File: config.mk
export PLATFORM = sky130hd
export DESIGN_NAME = fft_frame_loader
export DESIGN_NICKNAME = d
export VERILOG_FILES = /design/src/rtl/fft_pkg.sv /design/src/rtl/fft_frame_bank.sv /design/src/rtl/fft_frame_loader.sv
export SDC_FILE = /design/constraint.sdc
export NUM_CORES = 1
export LEC_CHECK = 0
export ABC_AREA = 1
export CAP_MARGIN = 10
export CELL_PAD_IN_SITES_DETAIL_PLACEMENT = 1
export CELL_PAD_IN_SITES_GLOBAL_PLACEMENT = 1
export CORE_MARGIN = 2
export CORE_UTILIZATION = 45
export CTS_BUF_LIST = sky130_fd_sc_hd__clkbuf_2 sky130_fd_sc_hd__clkbuf_4 sky130_fd_sc_hd__clkbuf_8
export CTS_CLUSTER_DIAMETER = 100
export DETAILED_ROUTE_END_ITERATION = 10
export GPL_TIMING_DRIVEN = 0
export PLACE_DENSITY = 0.95
export SYNTH_ARGS = -nofsm -noshare
export SYNTH_HDL_FRONTEND = slang
export SYNTH_HIERARCHICAL = 1
export SYNTH_SLANG_ARGS = --single-unit
File: constraint.sdc
create_clock -name clk -period 14.42 [get_ports clk]
set_input_delay 3.605 -clock clk [delete_from_list [all_inputs] [get_ports clk]]
set_output_delay 3.605 -clock clk [all_outputs]
set_load 0.02 [all_outputs]
File: src/rtl/fft_pkg.sv
// Shared definitions for the FFT front-end: frame geometry, the complex
// sample type, and the helpers that flatten a bank into the packed
// real/imag output buses (slot k at bits [k*DATA_W +: DATA_W]).
package fft_pkg;

   localparam int DATA_W = 16;
   localparam int FFT_N  = 8;
   localparam int IDX_W  = 3;

   typedef struct packed {
      logic [DATA_W-1:0] re;
      logic [DATA_W-1:0] im;
   } cplx_t;

   typedef cplx_t [FFT_N-1:0] frame_t;

   function automatic logic [FFT_N*DATA_W-1:0] pack_real(input frame_t f);
      logic [FFT_N*DATA_W-1:0] v;
      v = '0;
      for (int k = 0; k < FFT_N; k++) begin
         v[k*DATA_W +: DATA_W] = f[k].re;
      end
      return v;
   endfunction

   function automatic logic [FFT_N*DATA_W-1:0] pack_imag(input frame_t f);
      logic [FFT_N*DATA_W-1:0] v;
      v = '0;
      for (int k = 0; k < FFT_N; k++) begin
         v[k*DATA_W +: DATA_W] = f[k].im;
      end
      return v;
   endfunction

endpackage

File: src/rtl/fft_frame_bank.sv
// One FFT_N-entry complex sample bank.
// Ports:
//   clk, rst  - clock, asynchronous active-high reset (clears all slots)
//   i_we      - write enable
//   i_widx    - slot written when i_we is high
//   i_wdata   - complex sample to store
//   o_frame   - all slots, presented in parallel
module fft_frame_bank
   import fft_pkg::*;
(
   input  logic             clk,
   input  logic             rst,
   input  logic             i_we,
   input  logic [IDX_W-1:0] i_widx,
   input  cplx_t            i_wdata,
   output frame_t           o_frame
);

   cplx_t r_slot [FFT_N];

   generate
      for (genvar gi = 0; gi < FFT_N; gi++) begin : g_slot
         always_ff @(posedge clk or posedge rst) begin
            if (rst) begin
               r_slot[gi] <= '0;
            end else if (i_we && (i_widx == IDX_W'(gi))) begin
               r_slot[gi] <= i_wdata;
            end
         end
      end
   endgenerate

   always_comb begin
      o_frame = '0;
      for (int k = 0; k < FFT_N; k++) begin
         o_frame[k] = r_slot[k];
      end
   end

endmodule

File: src/rtl/fft_frame_loader.sv
// Serial-to-frame loader for the 8-point FFT. Samples arriving over a
// valid/ready stream are collected into one of two ping-pong banks; a
// completed bank is offered to the FFT as a whole frame under its own
// valid/ready handshake while the other bank keeps filling.
// Ports:
//   clk, rst            - clock, asynchronous active-high reset
//   s_valid/s_ready     - sample handshake
//   s_real/s_imag       - sample components (two's complement)
//   s_last              - end-of-frame marker, expected on index FFT_N-1
//   f_valid/f_ready     - frame handshake
//   f_real/f_imag       - packed frame, slot k at [k*DATA_W +: DATA_W]
//   frame_err           - one-cycle pulse on a framing error
module fft_frame_loader
   import fft_pkg::*;
(
   input  logic                    clk,
   input  logic                    rst,
   input  logic                    s_valid,
   output logic                    s_ready,
   input  logic [DATA_W-1:0]       s_real,
   input  logic [DATA_W-1:0]       s_imag,
   input  logic                    s_last,
   output logic                    f_valid,
   input  logic                    f_ready,
   output logic [FFT_N*DATA_W-1:0] f_real,
   output logic [FFT_N*DATA_W-1:0] f_imag,
   output logic                    frame_err
);

   logic             r_wr_bank;
   logic             r_rd_bank;
   logic [IDX_W-1:0] r_wr_idx;
   logic [1:0]       r_full;
   logic             r_frame_err;

   logic             w_accept;
   logic             w_idx_last;
   logic             w_consume;
   logic [1:0]       w_full_next;
   logic [1:0]       w_bank_we;
   cplx_t            w_wdata;
   frame_t           w_bank_frame [2];
   frame_t           w_rd_frame;

   // Readiness depends only on registered flags, so f_ready never reaches
   // s_ready in the same cycle.
   assign s_ready    = !r_full[r_wr_bank];
   assign f_valid    = r_full[r_rd_bank];
   assign frame_err  = r_frame_err;

   assign w_accept   = s_valid && s_ready;
   assign w_idx_last = (r_wr_idx == IDX_W'(FFT_N-1));
   assign w_consume  = f_valid && f_ready;
   assign w_wdata    = '{re: s_real, im: s_imag};

   generate
      for (genvar gi = 0; gi < 2; gi++) begin : g_bank
         assign w_bank_we[gi] = w_accept && (r_wr_bank == 1'(gi));

         fft_frame_bank u_bank (
            .clk     (clk),
            .rst     (rst),
            .i_we    (w_bank_we[gi]),
            .i_widx  (r_wr_idx),
            .i_wdata (w_wdata),
            .o_frame (w_bank_frame[gi])
         );
      end
   endgenerate

   assign w_rd_frame = w_bank_frame[r_rd_bank];
   assign f_real     = pack_real(w_rd_frame);
   assign f_imag     = pack_imag(w_rd_frame);

   // The consumed bank is full and the completing bank is not, so the two
   // updates never target the same flag.
   always_comb begin
      w_full_next = r_full;
      if (w_consume) begin
         w_full_next[r_rd_bank] = 1'b0;
      end
      if (w_accept && w_idx_last) begin
         w_full_next[r_wr_bank] = 1'b1;
      end
   end

   always_ff @(posedge clk or posedge rst) begin
      if (rst) begin
         r_wr_bank   <= 1'b0;
         r_rd_bank   <= 1'b0;
         r_wr_idx    <= '0;
         r_full      <= 2'b00;
         r_frame_err <= 1'b0;
      end else begin
         r_full      <= w_full_next;
         r_frame_err <= 1'b0;
         if (w_consume) begin
            r_rd_bank <= ~r_rd_bank;
         end
         if (w_accept) begin
            if (w_idx_last) begin
               // Frame completes even without s_last; that case is flagged.
               r_wr_bank   <= ~r_wr_bank;
               r_wr_idx    <= '0;
               r_frame_err <= !s_last;
            end else if (s_last) begin
               // Early end: drop the partial frame and refill the same bank.
               r_wr_idx    <= '0;
               r_frame_err <= 1'b1;
            end else begin
               r_wr_idx <= r_wr_idx + 1'b1;
            end
         end
      end
   end

endmodule

Word level (Yosys, flattened, before mapping)
Cells that the tools add are included.
{"block": "word_totals", "ff_bits": 520, "input_bits": 37}
{"block": "op_classes", "add_sub_neg": 1, "order_cmp": 5, "n_eq_ne": 7, "mux": 18, "bitwise_logic": 6, "n_reduce_logical": 27}
{"operator": "$mux 256", "n": 3}
{"operator": "$logic_and 1x1->1", "n": 23}
{"operator": "$eq 3x3->1 const B", "n": 4}
{"operator": "$mux 1", "n": 9}
{"operator": "$eq 3x2->1 const B", "n": 2}
{"operator": "$mux 3", "n": 2}
{"operator": "$lt 1x2->1 const B", "n": 2}
{"operator": "$mux 2", "n": 2}
{"operator": "$add 3x1->3 const B", "n": 1}
{"operator": "$eq 3x1->1 const B", "n": 1}
{"operator": "$logic_not 3->1", "n": 1}
{"operator": "$and 2x2->2", "n": 1}
{"operator": "$demux 1 s1", "n": 2}
{"operator": "$ge 1x1->1 const B", "n": 2}
{"operator": "$ge 2x2->1 const B", "n": 1}
{"operator": "$logic_not 1->1", "n": 2}
{"operator": "$not 1->1", "n": 2}
{"operator": "$not 1->2", "n": 1}
{"operator": "$not 2->2", "n": 1}
{"operator": "$or 2x2->2", "n": 1}
{"operator": "$reduce_and 2->1", "n": 1}

Depth between registers and ports, before layout
{"block": "depth", "ltp_word": 9, "depth_mapped": 11, "mapped_depth_nobuf": 10}

Cells and area by module
The synthesis kept the hierarchy.
{"module": "fft_frame_bank", "instances": 2, "cells_each": 1146, "area_each_um2": 9989.6}
{"module": "fft_frame_loader", "instances": 1, "cells_each": 877, "area_each_um2": 3754.9}

Least setup slack after synthesis
Ideal clock, no wire load.
{"block": "synth_timing", "path_kind": "input to register", "from": "input s_valid", "to": "register g_bank[0].u_bank.r_slot (netlist bit g_bank[0].u_bank/o_frame[100])", "setup_ps": 117, "t_arrival_ps": 4860, "setup_slack_ps": 9444, "stages": 9, "path_cell_list": "clkbuf_1 -> nand2_2 -> nor2_1 -> inv_1 -> nor2_2 -> nand2_1 -> clkbuf_1 -> nand2_1 -> nand2_1"}
{"block": "synth_between", "elab_chain_len": 3}
{"element": "start: declaration", "line": "fft_frame_loader.sv:18", "source": "input logic s_valid,"}
{"element": "$logic_and 1x1->1", "line": "fft_frame_loader.sv:51", "source": "assign w_accept = s_valid && s_ready;"}
{"element": "$logic_and 1x1->1", "line": "fft_frame_loader.sv:58", "source": "assign w_bank_we[gi] = w_accept && (r_wr_bank == 1'(gi));"}
{"element": "net w_bank_we[0]", "line": "fft_frame_loader.sv:40", "source": "logic [1:0] w_bank_we;"}
{"element": "$logic_and 1x1->1", "line": "fft_frame_bank.sv:26", "source": "end else if (i_we && (i_widx == IDX_W'(gi))) begin"}
{"element": "end signal: indexed assignment", "line": "fft_frame_bank.sv:27", "source": "r_slot[gi] <= i_wdata;"}
{"element": "end: declaration", "line": "fft_frame_bank.sv:19", "source": "cplx_t r_slot [FFT_N];"}
The timed path passes the listed nets, and every way through them passes these cells.
A chain may end at the register's enable or synchronous reset.

Worst setup path in the final report
{"block": "layout_timing", "from": "register r_rd_bank", "to": "output f_real[8]"}
{"block": "layout_between", "elab_chain_len": 4}
{"element": "start: declaration", "line": "fft_frame_loader.sv:31", "source": "logic r_rd_bank;"}
{"element": "start signal: assignment", "line": "fft_frame_loader.sv:98", "source": "r_rd_bank <= ~r_rd_bank;"}
{"element": "$not 1->2 (not written as such)", "line": "fft_frame_loader.sv:71", "source": "assign w_rd_frame = w_bank_frame[r_rd_bank];"}
{"element": "$mux 256 (not written as such) (3 in a row)", "line": "fft_frame_loader.sv:71"}
{"element": "end: declaration", "line": "fft_frame_loader.sv:25", "source": "output logic [FFT_N*DATA_W-1:0] f_real,"}
Every way passes these cells. The select of a mux whose other input is x is not followed.

==> key figures <==
STA
  – Fmax: 152 MHz
  – Fin Hold WS: 470 ps
  – Setup TNS Final: 0 ps
  – Final Cycle Share: 45.7%
  – Max-slew headroom: 20.8%
  – Crit path time final: 6590 ps
  – RSZ-0062 raised after global routing: no
  – Skew final: 26.6 ps
  – Worst-margin pin slew: 1180 ps
  – Final setup vio count: 0
  – Fin. Hold Viols: 0
  – Final Slew Violations: 0

Layout
  – Most common cell after layout, fill and taps aside: nand2_1
  – Final nets: 3562
  – Layout cells sized above 1: 9.54%
  – Area added between synthesis and finish: 23.1%
  – Most frequent cells in the layout: nand2_1, dfrtp_1, clkdlybuf4s50_1
  – Register Area: between 10000 and 15000 um2
  – Area occupied by multi-input gates: ~9300 um2
  – Fillers: 6600

Routing
  – Via/cell ratio: 5.89
  – Vias: 25252
  – Routed Wire Length: 111 mm
  – Mean routed wirelength per cell: about 26 um
  – Drt pass-1 iters: 6
  – Final ANT Viol Nets: 0
  – Drt initial violations: 3058
  – Drt drc: 0

Clock network
  – Post-CTS Resized: 0
  – Setup Fix Bufs, Post-CTS: 0
  – Latest clock arrival within the worst-skew pair: 680 ps
  – Worst-path clk slew: 60 ps
  – H-tree Lvls: 3
  – Root buffer cell: clkbuf_8
  – Num CTS Buffers: 86
  – Cts hold-fix bufs: 0
  – Num Clock Sinks: 520
  – Max Root-Sink Buffers: 3
  – CTS tree: done

Job
  – Max_cap viols: 0

Critical path
  – CP Data Required Time: 10810 ps
  – R2r setup slk: 10930 ps
  – FF-to-FF path depth: 10
  – Critical path's top delay family: buffers and inverters
  – R2r startpoint: r_wr_bank
  – Crit-path cells: buf_4 > clkbuf_1 > nand2_1 > nand2_1 > clkdlybuf4s50_1
  – Slowest stage delay, CP: 660 ps
  – Worst Path Arrival: 2980 ps
  – Worst path slowest cell: clkdlybuf4s50_1
  – Critical path class: flop to primary output
  – Crit Path Max Fanout: 10
  – Startpoint types: flop
  – R2r endpoint: g_bank[0].u_bank/o_frame[194]
  – Crit end category: primary output
  – Bufs and invs on worst path: 3
  – Cell mode on critical path: nand2_1

Die
  – Total core area: 52300 um2
  – Io pins: between 200 and 300
  – Die extent in x: 234 um
  – Num rows: 84
  – Die Span Y: 234 um
  – Starting Density: 45.3%
  – Die Area: approximately 55000 um2

Hold path
  – Hold endpoint: g_bank[0].u_bank/o_frame[232]
  – Hold path start: g_bank[0].u_bank/o_frame[232]
  – Hold path cells: 2
  – HP Class: flop to flop

Yosys
  – FF+latch count, synth: 520
  – Synthesized area per cell: 7.49 um2
  – Syn nets: 3208
  – Register area share after synthesis: 54.8%
  – Cells after synthesis: between 3000 and 4000
  – Netlist cell types: 19
  – Post-Synthesis Cell Area: 23700 um2
  – Yosys warning count: 6

Power and ir drop
  – Power Internal: between 3 and 4 mW
  – PD cells: 178 nW/um2
  – Power Total: roughly 5.2 mW
  – Clock group share of total power: 27.4%
  – Sw frac: between 30% and 40%
  – Flop pwr share: 39.7%
  – Static leakage: 16.4 nW
  – P_sw: 2.03 mW
  – VDD IR-drop max: 0.0692 mV
  – Combinational power share: 32.9%

GRT
  – Initial antenna violation count: 2
  – First-pass GRT wire length: 163 mm
  – Largest net degree at the start of global routing: 110
  – Grt total ovfl: 0
  – GRT Util Overall: roughly 40%
  – Vias in the first global route: 26690

Placed design
  – Port-buffer cells: 262
  – DP HPWL: 69.7 mm
  – Gpl congestion: approximately 0.90

Status
  – Outcome: finished clean
[cell type report]
class | instances | area share [%]
buffer | 246 | 4.51
sequential | 520 | 44.5
clock inverter | 13 | 0.253
antenna | 4 | 0.0343
tap | 688 | 2.95
inverter | 20 | 0.317
timing repair buffer | 266 | 9.35
multi-input combinational | 2383 | 31.9
clock buffer | 146 | 6.11
[worst min-delay path, stage by stage, from the launching register on]
cell     delay, ps
dfrtp_1        340
nand2_1         50
nand2_1         50
[sequential cells by signal, summed over array words and instances, names as in the netlist]
| name | count |
|---|---|
| g_bank.u_bank/o_frame | 512 |
| r_full | 2 |
| frame_err | 1 |
| r_wr_bank | 1 |
| r_rd_bank | 1 |
| r_wr_idx | 3 |
[power by group through the flow]
stage	Sequential, mW	Combinational (mW)	Clock, mW
2_1_floorplan	1.98	0.915	0
3_3_place_gp	2.02	1.55	0
3_5_place_dp	2.04	1.62	0
4_1_cts	2.04	1.68	1.42
5_1_grt	2.08	1.82	1.49
6_report	2.06	1.71	1.42
[routing by layer]
layer / track usage [%] / up-vias / routed length (um)
li1: - / 10360 / -
met1: 48.1 / 12489 / 39200
met2: 62.5 / 1817 / 49500
met3: 10.7 / 584 / 12300
met4: 31.5 / 2 / 9540
met5: 0 / - / 13
[how the worst max path moves through the flow]
stage | slack [ps] | cells after the start | endpoint | startpoint
2_1_floorplan | 3770 | 1 | g_bank[0].u_bank/o_frame[0] | rst
3_3_place_gp | -380 | 2 | g_bank[0].u_bank/o_frame[205] | rst
3_5_place_dp | 7980 | 8 | g_bank[0].u_bank/o_frame[198] | s_valid
4_1_cts | 7910 | 5 | f_real[8] | r_rd_bank
5_1_grt | 7840 | 5 | f_real[8] | r_rd_bank
6_report | 7830 | 5 | f_real[8] | r_rd_bank
[cell usage after synthesis, drive strengths merged]
cell    count  area (um2)
nand3     258        1290
inv        18        70.1
nor3        1        5.00
clkinv      2        7.51
nor2       20        90.1
nand4       5        31.3
dfrtp     520       13000
ha          2        25.0
buf       111         737
o21ai       4        20.0
clkbuf    135         579
o31ai       1        7.51
nand2    2092        7860
[stage by stage]
stage	utilization, %	cell area, um2	instances	setup WS (ps)
2_1_floorplan	-	23700	3169	3770
3_3_place_gp	52.0	27200	4119	-377
3_5_place_dp	52.2	27300	4123	7980
4_1_cts	55.8	29200	4282	7910
5_1_grt	55.8	29200	4282	7840
6_report	55.8	29200	4286	7830
[logic make-up (layout without fill, tap and decap cells)]
family,count (synthesis),count (layout),share of synthesized area [%]
AND/OR/NAND/NOR,2376,2376,39.1
flip-flops,520,520,54.8
buffers and inverters,266,691,5.87
AO/OA/AOI/OAI,5,5,0.116
adder cells (fa/ha/maj),2,2,0.105
other,0,4,0
Note: power is estimated with default switching activity, not from simulation.
